`src/rtl/rf_pkg.sv`:
```
// Shared constants and index type for the scoreboarded register file.
package rf_pkg;

  localparam int RF_DATA_W   = 9;
  localparam int RF_NUM_REGS = 4;
  localparam int RF_ADDR_W   = $clog2(RF_NUM_REGS);

  typedef logic [RF_ADDR_W-1:0] rf_idx_t;

endpackage

```
`src/rtl/rf_read_port.sv`:
```
// One combinational read port: register/busy mux, with write-through forwarding
// when RF_BYPASS_EN is defined.
module rf_read_port
  import rf_pkg::*;
#(
  parameter int DATA_W   = RF_DATA_W,
  parameter int NUM_REGS = RF_NUM_REGS,
  localparam int ADDR_W  = $clog2(NUM_REGS)
) (
  input  logic [NUM_REGS-1:0][DATA_W-1:0] regs_i,
  input  logic [NUM_REGS-1:0]             busy_i,
  input  logic [ADDR_W-1:0]               addr_i,
`ifdef RF_BYPASS_EN
  input  logic                            wr_en_i,
  input  logic [ADDR_W-1:0]               wr_addr_i,
  input  logic [DATA_W-1:0]               wr_data_i,
`endif
  output logic [DATA_W-1:0]               data_o,
  output logic                            busy_o
);

  always_comb begin
    data_o = regs_i[addr_i];
    busy_o = busy_i[addr_i];
`ifdef RF_BYPASS_EN
    // A same-cycle write-back both supplies the data and releases the register.
    if (wr_en_i && (wr_addr_i == addr_i)) begin
      data_o = wr_data_i;
      busy_o = 1'b0;
    end
`endif
  end

endmodule

```
`src/rtl/reg_file_sb.sv`:
```
// Two-read/one-write register file with per-register busy scoreboard.
// Optional macro RF_BYPASS_EN enables write-through forwarding on the read ports.
module reg_file_sb
  import rf_pkg::*;
#(
  parameter int DATA_W   = RF_DATA_W,
  parameter int NUM_REGS = RF_NUM_REGS,
  localparam int ADDR_W  = $clog2(NUM_REGS)
) (
  input  logic                clk,
  input  logic                rst,
  input  logic                wr_en,
  input  logic [ADDR_W-1:0]   wr_addr,
  input  logic [DATA_W-1:0]   wr_data,
  input  logic [ADDR_W-1:0]   rd0_addr,
  input  logic [ADDR_W-1:0]   rd1_addr,
  output logic [DATA_W-1:0]   rd0_data,
  output logic [DATA_W-1:0]   rd1_data,
  output logic                rd0_busy,
  output logic                rd1_busy,
  input  logic                claim_en,
  input  logic [ADDR_W-1:0]   claim_addr,
  output logic                claim_ok,
  output logic [NUM_REGS-1:0] busy_vec,
  output logic                wr_unclaimed
);

  logic [NUM_REGS-1:0][DATA_W-1:0] regs_q;
  logic [NUM_REGS-1:0]             busy_q, busy_d;
  logic                            wr_unclaimed_q, wr_unclaimed_d;

  // Handshake: issue claims with claim_en; the claim is granted (claim_ok) when the
  // register is idle or is being released by a write-back in the same cycle.
  // Write-back (wr_en) is always accepted and releases its register.
  assign claim_ok = claim_en &&
                    (!busy_q[claim_addr] || (wr_en && (wr_addr == claim_addr)));

  always_comb begin
    busy_d         = busy_q;
    wr_unclaimed_d = wr_unclaimed_q;
    if (wr_en) begin
      busy_d[wr_addr] = 1'b0;
      if (!busy_q[wr_addr]) wr_unclaimed_d = 1'b1;
    end
    // Claim applied after release so a same-address write+claim ends busy.
    if (claim_ok) busy_d[claim_addr] = 1'b1;
  end

  always_ff @(posedge clk or posedge rst) begin
    if (rst) begin
      regs_q         <= '0;
      busy_q         <= '0;
      wr_unclaimed_q <= 1'b0;
    end else begin
      if (wr_en) regs_q[wr_addr] <= wr_data;
      busy_q         <= busy_d;
      wr_unclaimed_q <= wr_unclaimed_d;
    end
  end

  assign busy_vec     = busy_q;
  assign wr_unclaimed = wr_unclaimed_q;

  rf_read_port #(.DATA_W(DATA_W), .NUM_REGS(NUM_REGS)) u_rd0 (
    .regs_i    (regs_q),
    .busy_i    (busy_q),
    .addr_i    (rd0_addr),
`ifdef RF_BYPASS_EN
    .wr_en_i   (wr_en),
    .wr_addr_i (wr_addr),
    .wr_data_i (wr_data),
`endif
    .data_o    (rd0_data),
    .busy_o    (rd0_busy)
  );

  rf_read_port #(.DATA_W(DATA_W), .NUM_REGS(NUM_REGS)) u_rd1 (
    .regs_i    (regs_q),
    .busy_i    (busy_q),
    .addr_i    (rd1_addr),
`ifdef RF_BYPASS_EN
    .wr_en_i   (wr_en),
    .wr_addr_i (wr_addr),
    .wr_data_i (wr_data),
`endif
    .data_o    (rd1_data),
    .busy_o    (rd1_busy)
  );

endmodule

```
`config.mk`:
```
export PLATFORM = sky130hd
export DESIGN_NAME = reg_file_sb
export DESIGN_NICKNAME = d
export VERILOG_FILES = /design/src/rtl/rf_pkg.sv /design/src/rtl/rf_read_port.sv /design/src/rtl/reg_file_sb.sv
export SDC_FILE = /design/constraint.sdc
export NUM_CORES = 1
export LEC_CHECK = 0
export CAP_MARGIN = 20
export CORE_MARGIN = 3
export CORE_UTILIZATION = 40
export DETAILED_ROUTE_END_ITERATION = 10
export HOLD_SLACK_MARGIN = 0.12
export PLACE_DENSITY = 0.65
export SYNTH_ARGS = -nofsm -noshare
export SYNTH_HDL_FRONTEND = slang
export SYNTH_SLANG_ARGS = --single-unit
```
`constraint.sdc`:
```
create_clock -name clk -period 2 [get_ports clk]
set_input_delay 0.3 -clock clk [delete_from_list [all_inputs] [get_ports clk]]
set_output_delay 0.3 -clock clk [all_outputs]
set_load 0.03 [all_outputs]
```
==> qor.yml, run 1 <==
setup_path:
  path_cells: "clkdlybuf4s50_1 -> buf_12 -> mux4_2 -> buf_2"
  cpPeakStageDelay_ns: 0.53
  slowest_stage: "clkdlybuf4s50_1"
  cp_max_fo: 5
  path_delay_family: "buffers and inverters"
  crit_buf_inv: 3
  r2r_start: "busy_vec[2]"
  cp_num_cells: 4
  rr_endpoint: "wr_unclaimed"
  rrSetupSlack_ns: 0.80
  critPathLaunchType: "input pin"
  critPathLaunch: "rd1_addr[1]"
  cp_data_arrival_time_ns: 1.66
  endpoint_kind: "primary output"
  crit_type: "input pin to primary output"
  crit_required_ns: 1.70
  rr_worst_depth: 3
die:
  initial_core_util_pct: 41.8
  core_sq_mm: 0.00517
  fp.dieH_microns: 79.6
  rows: 26
  num_io_pins: 47
  die_area_sq_mm: 0.00633
  die-width_microns: 79.6
detailed_routing:
  vias: 1505
  wl_microns: 5260
  ant_nets: 0
  drtIter0Drc: 86
  avgViaCountPerCell: 5.55
  first_pass_iters: 4
  drc: 0
  routedWlPerCell_microns: 19.4
synth:
  synth_area_leaders: "dfrtp_1 (47%), mux4_2 (23%), mux2_2 (19%), buf_2 (1.8%), a31oi_1 (1.2%)"
  synth_area_leader_cell: "dfrtp_1"
  synth-seq-cells: 41
  netlist-cell-type-count: 20
  ys.warnings.count: 0
  synth_top_cell_area_share_pct: 47.4
  syn_inst: 138
  syn_nets: 159
  syn_area_sq_mm: 0.00216
  seq_area_frac_synth_pct: 47.4
  avgSynthCellArea_sq_um: 15.7
clocking:
  cts_tree: "built"
  cts_hold_buf: 0
  post_cts_buffers: 0
  clockBufferDepth: 2
  htree_num_levels: 2
  cts_sinks: 41
  insertion_delay_ns: 0.29
  cts-root-buf: "clkbuf_8"
  post_cts_resize_count: 100
  cts_made_buffers: 5
  clk_pin_slew_ns: 0.08
grt:
  antenna_found_initial: 0
  gr-usage-all-layers_pct: 17.9
  grt.overflow.total: 0
  grt_pass1_wl_microns: 8470
  grt_start_max_net_pins: 42
  grt_pass1_vias: 1612
sta:
  worstMarginPinSlew_ns: 0.531
  fin_crit_sh_pct: 98.0
  setup_viol: 0
  slew_viol_final: 0
  hold_violations: 0
  fin_crit_ns: 1.96
  rsz0062_at_grt: "false"
  tns_ns: 0
  max-slew-margin-rel_pct: 64.6
  fmax_mhz: 510
  finClkSkew_ns: 0.00113
place:
  gp_congestion: 0.750
  portBuffers: 46
  dpl.cell_count: 263
  dp_hpwl_microns: 3710
status:
  status: "finished, final reports clean"
hold_path:
  worstHoldPathType: "input pin to asynchronous set/reset pin"
finish:
  diodes: 0
  fin_nets: 221
  multi_input_area_sq_mm: 0.00106
  final_layout_size_suffix_gt1_share_pct: 53.7
  fillers: 432
  register_area_sq_mm: 0.00103
  fin_cells: 271
  synthToLayoutAreaGrowth_pct: 33.9
  fin_util_pct: 56.0
job:
  drv_cap: 0
pwr:
  p_leak_uw: 0.00123
  ir_worst_vdd_mv: 0.447
  p_per_area_mw_per_mm2: 959
  power_uw: 2780
metrics by stage:
stage / area, sq um / hold slack [ns] / setup WS (ns)
floorplan: 2160 / 0.398 / 0.180
global placement: 2870 / 0.471 / -0.399
detailed placement: 2870 / 0.490 / -0.392
CTS: 2890 / 0.465 / 0.0147
global route: 2900 / 0.494 / 0.0112
finish: 2900 / 0.444 / 0.0398
placed cells by master (no fill, tap or decap), types with 3 or more instances in the layout:
cell type and count:
buf_4 15, nand2_1 4, a31oi_1 4, clkdlybuf4s50_1 23, mux4_2 22, mux2_2 36, clkbuf_8 6, buf_12 6
dfrtp_1 41, buf_2 17, inv_1 5, nand3b_1 3
kinds of logic after synthesis:
group | synth area share [%]
multiplexers | 41.6
flip-flops | 47.4
buffers and inverters | 3.41
AND/OR/NAND/NOR | 3.82
AO/OA/AOI/OAI | 2.95
XOR/XNOR | 0.809
how the worst max path moves through the flow:
stage / slack (ns) / end
after floorplan: 0.18 / claim_ok
after global placement: -0.40 / rd1_data[4]
after detailed placement: -0.39 / rd1_data[4]
after CTS: 0.01 / rd1_data[4]
after global routing: 0.01 / claim_ok
final: 0.04 / rd1_data[7]
flip-flops by register name (all words and copies together) (netlist names):
| name | cells |
|---|---|
| busy_vec | 4 |
| regs_q | 36 |
| wr_unclaimed | 1 |
report_power, final:
group | switching (uW) | internal [uW]
logic | 490 | 482
registers | 130 | 987
clock network | 284 | 407
total | 904 | 1880
cell usage after synthesis (all sizes together):
cell type	number
a21boi	1
a31oi	4
buf	9
dfrtp	41
inv	6
mux2	36
mux4	22
nand2	4
nand3	3
nand3b	3
nor3	1
o21ai	2
o21bai	1
o22ai	1
o31ai	1
or3b	1
xnor2	2
per-layer routing:
metal  wire length (microns)  part of all wire, %  track usage, %  vias to the layer above
met4                      68                  1.3            5.15                        0
li1                        -                    -               -                      658
met5                       0                    0               0                        -
met2                    2710                   51            31.2                       41
met1                    2280                   43            22.8                      800
met3                     208                  4.0            3.27                        6
layout make-up:
class | count | area share, %
repair buffers | 64 | 20.0
clock inverters | 1 | 1.04
clock buffers | 7 | 2.98
well taps | 70 | 3.02
flip-flops and latches | 41 | 35.4
inverters | 6 | 0.777
multi-input cells | 82 | 36.7
worst register-to-register path, cell delays in order, from the launching register on:
cell	delay, ns
dfrtp_1	0.39
buf_4	0.16
mux4_2	0.45
o21bai_1	0.13
(Power assumes the default switching activity.)
==> inputs of run 2 (changes only) <==
--- a/config.mk
+++ b/config.mk
@@ -5,12 +5,14 @@
 export SDC_FILE = /design/constraint.sdc
 export NUM_CORES = 1
 export LEC_CHECK = 0
+export ABC_CLOCK_PERIOD_IN_PS = 2000
 export CAP_MARGIN = 20
 export CORE_MARGIN = 3
 export CORE_UTILIZATION = 40
 export DETAILED_ROUTE_END_ITERATION = 10
 export HOLD_SLACK_MARGIN = 0.12
 export PLACE_DENSITY = 0.65
+export SLEW_MARGIN = 20
 export SYNTH_ARGS = -nofsm -noshare
 export SYNTH_HDL_FRONTEND = slang
 export SYNTH_SLANG_ARGS = --single-unit
==> results of run 2 <==
No change in the layout: final DEF, timing and power equal those of run 1.
==> inputs of run 3 (changes only) <==
--- a/config.mk
+++ b/config.mk
@@ -5,7 +5,7 @@
 export SDC_FILE = /design/constraint.sdc
 export NUM_CORES = 1
 export LEC_CHECK = 0
-export ABC_CLOCK_PERIOD_IN_PS = 2000
+export ABC_CLOCK_PERIOD_IN_PS = 2500
 export CAP_MARGIN = 20
 export CORE_MARGIN = 3
 export CORE_UTILIZATION = 40
==> constraint.sdc (replaced) <==
create_clock -name clk -period 2.5 [get_ports clk]
set_input_delay 0.375 -clock clk [delete_from_list [all_inputs] [get_ports clk]]
set_output_delay 0.375 -clock clk [all_outputs]
set_load 0.03 [all_outputs]
==> run 3 against run 2 <==
Worst setup slack better by 0.13 ns. Critical path depth unchanged. Utilization rose by 0.44 points. Non-clock buffer count is 2 lower. Sequential power down 20%. Routed wire length is 0.87% higher. Combinational power is 20% lower. Total power down 20%. Highest routed layer unchanged. Flip-flop and latch count stayed put.
==> qor.yml, run 3 (same netlist as run 1, synthesis figures left out) <==
detailed_routing:
  wl_microns: 5310  # was 5260 microns
  routedWlPerCell_microns: 19.7  # was 19.4 microns
  drtIter0Drc: 131  # was 86
  first_pass_iters: 4  # unchanged
  ant_nets: 0  # unchanged
  avgViaCountPerCell: 5.52  # was 5.55
  vias: 1485  # was 1505
  drc: 0  # unchanged
place:
  placed_area_sq_mm: 0.00283  # was 0.00287 sq mm
  dp_slack_ns: -0.0423  # was -0.392 ns
  dp_hpwl_microns: 3710  # about the same
  portBuffers: 46  # unchanged
  gp_congestion: 0.736  # was 0.750
grt:
  grtUsageMet3_pct: 4.51  # was 3.27%
  grt_start_max_net_pins: 42  # unchanged
  antenna_found_initial: 0  # unchanged
  use_met1_pct: 23.0  # was 22.8%
  grt_pass1_wl_microns: 8640  # was 8470 microns
  grt.overflow.total: 0  # unchanged
  gr-usage-all-layers_pct: 18.1  # was 17.9%
  grt_use_met2_pct: 31.1  # was 31.2%
  busiest_layer: "met2"  # unchanged
  grt_pass1_vias: 1661  # was 1612
pwr:
  p_switching_uw: 716  # was 904 uW
  p_comb_share_pct: 35.1  # was 34.9%
  p_int_uw: 1510  # was 1880 uW
  ir_worst_vdd_mv: 0.390  # was 0.447 mV
  power.share.clock_pct: 24.5  # was 24.9%
  swShare_pct: 32.2  # was 32.5%
  p_per_area_mw_per_mm2: 761  # was 959 mW/mm^2
  seqPwrFrac_pct: 40.4  # was 40.2%
  p_leak_uw: 0.00122  # was 0.00123 uW
die:
  core_sq_mm: 0.00517  # unchanged
  die-width_microns: 79.6  # unchanged
  rows: 26  # unchanged
  initial_core_util_pct: 41.8  # unchanged
  num_io_pins: 47  # unchanged
  die_area_sq_mm: 0.00633  # unchanged
  fp.dieH_microns: 79.6  # unchanged
sta:
  fin_crit_ns: 2.33
  finClkSkew_ns: 0.000292  # was 0.00113 ns
  worstMarginPinSlew_ns: 0.525  # was 0.531 ns
  setup_viol: 0  # unchanged
  max-slew-margin-rel_pct: 65.0  # was 64.6%
  fin_crit_sh_pct: 93.1
  layout_setup_ws_ns: 0.172  # was 0.0398 ns
  slew_viol_final: 0  # unchanged
  rsz0062_at_grt: "false"  # unchanged
  fmax_mhz: 430
  hold_violations: 0  # unchanged
clocking:
  insertion_delay_ns: 0.28  # was 0.29 ns
  post_cts_buffers: 0  # unchanged
  clk_pin_slew_ns: 0.07  # was 0.08 ns
  clockBufferDepth: 2  # unchanged
  cts_sinks: 41  # unchanged
  htree_num_levels: 2  # unchanged
  cts_made_buffers: 5  # unchanged
  cts-root-buf: "clkbuf_8"  # unchanged
  cts_tree: "built"  # unchanged
setup_path:
  cp_max_fo: 6  # was 5
  critPathLaunchType: "input pin"  # unchanged
  crit_required_ns: 2.12  # was 1.70 ns
  cp_data_arrival_time_ns: 1.95  # was 1.66 ns
  crit_type: "input pin to primary output"  # unchanged
  endpoint_kind: "primary output"  # unchanged
finish:
  synthToLayoutAreaGrowth_pct: 34.9  # was 33.9%
  final_layout_size_suffix_gt1_share_pct: 43.2  # was 53.7%
  fillers: 403  # was 432
  largest_register: "regs_q"  # unchanged
  final_cell_mix: "dfrtp_1 (41), mux2_2 (36), clkdlybuf4s50_1 (25), mux4_2 (22), dlygate4sd2_1 (20)"  # was dfrtp_1 (41), mux2_2 (36), clkdlybuf4s50_1 (23), mux4_2 (22), buf_2 (17)
  fin_nets: 219  # was 221
  largest_reg_flops: 36  # unchanged
  register_area_sq_mm: 0.00103  # unchanged
  final_common_cell: "dfrtp_1"  # unchanged
  final_cell_area_sq_mm: 0.00292  # was 0.00290 sq mm
  diodes: 0  # unchanged
  multi_input_area_sq_mm: 0.00106  # unchanged
hold_path:
  worstHoldPathType: "flip-flop to flip-flop"  # was input pin to asynchronous set/reset pin
job:
  drv_cap: 0  # unchanged
status:
  status: "finished, final reports clean"  # unchanged
[run 3: layout make-up]
cell class	instances	share of cell area (%)
Multi-Input combinational cell	82	36.5
Clock inverter	1	1.03
Clock buffer	7	2.96
Timing Repair Buffer	62	20.7
Tap cell	70	3.00
Inverter	6	0.771
Sequential cell	41	35.1
[run 3: power groups by stage]
stage               Combinational (uW)  Sequential [uW]  Clock (uW)
floorplan                          508              901           0
global placement                   825              893           0
detailed placement                 842              911           0
CTS                                789              897         561
global route                       823              921         588
finish                             780              898         543
[run 3: per-stage QoR]
| stage | TNS (ns) | utilization (%) | hold WS [ns] | std cells | total power [uW] |
|---|---|---|---|---|---|
| after floorplan | 0 | - | 0.473 | 138 | 1410 |
| after global placement | -0.520 | 54.7 | 0.461 | 261 | 1720 |
| after detailed placement | -0.436 | 54.7 | 0.465 | 261 | 1750 |
| after CTS | 0 | 56.5 | 0.486 | 269 | 2250 |
| after global routing | 0 | 56.5 | 0.494 | 269 | 2330 |
| final | 0 | 56.5 | 0.479 | 269 | 2220 |
[run 3: final timing paths]
kind / startpoint / slack, ns / depth (start not counted) / endpoint
worst max-delay path: claim_addr[0] / 0.17 / 4 / claim_ok
worst min-delay path: wr_unclaimed / 0.48 / 1 / wr_unclaimed
worst max register to register: busy_vec[2] / 1.35 / 2 / wr_unclaimed
worst min register to register: wr_unclaimed / 0.48 / 1 / wr_unclaimed
max in group asynchronous: rst / 1.62 / 3 / regs_q[5]
min in group asynchronous: rst / 0.52 / 3 / regs_q[18]
[run 3: timing repair]
| action | 4_1_cts | 5_1_grt |
|---|---|---|
| endpoints found under the hold margin | 0 | 0 |
| hold buffers | 0 | 0 |
| gates resized for setup | 20 | 0 |
| endpoints found under the setup margin | 20 | 0 |
[run 3: critical path, stage by stage]
cell             delay [ns]
clkdlybuf4s50_1        0.61
mux4_2                 0.53
a21boi_0               0.24
buf_4                  0.21
[run 3: per-layer routing]
metal  wire length (microns)  vias to the layer above
li1                        -                      650
met2                    2650                       58
met1                    2260                      770
met4                      57                        0
met5                       0                        -
met3                     334                        7
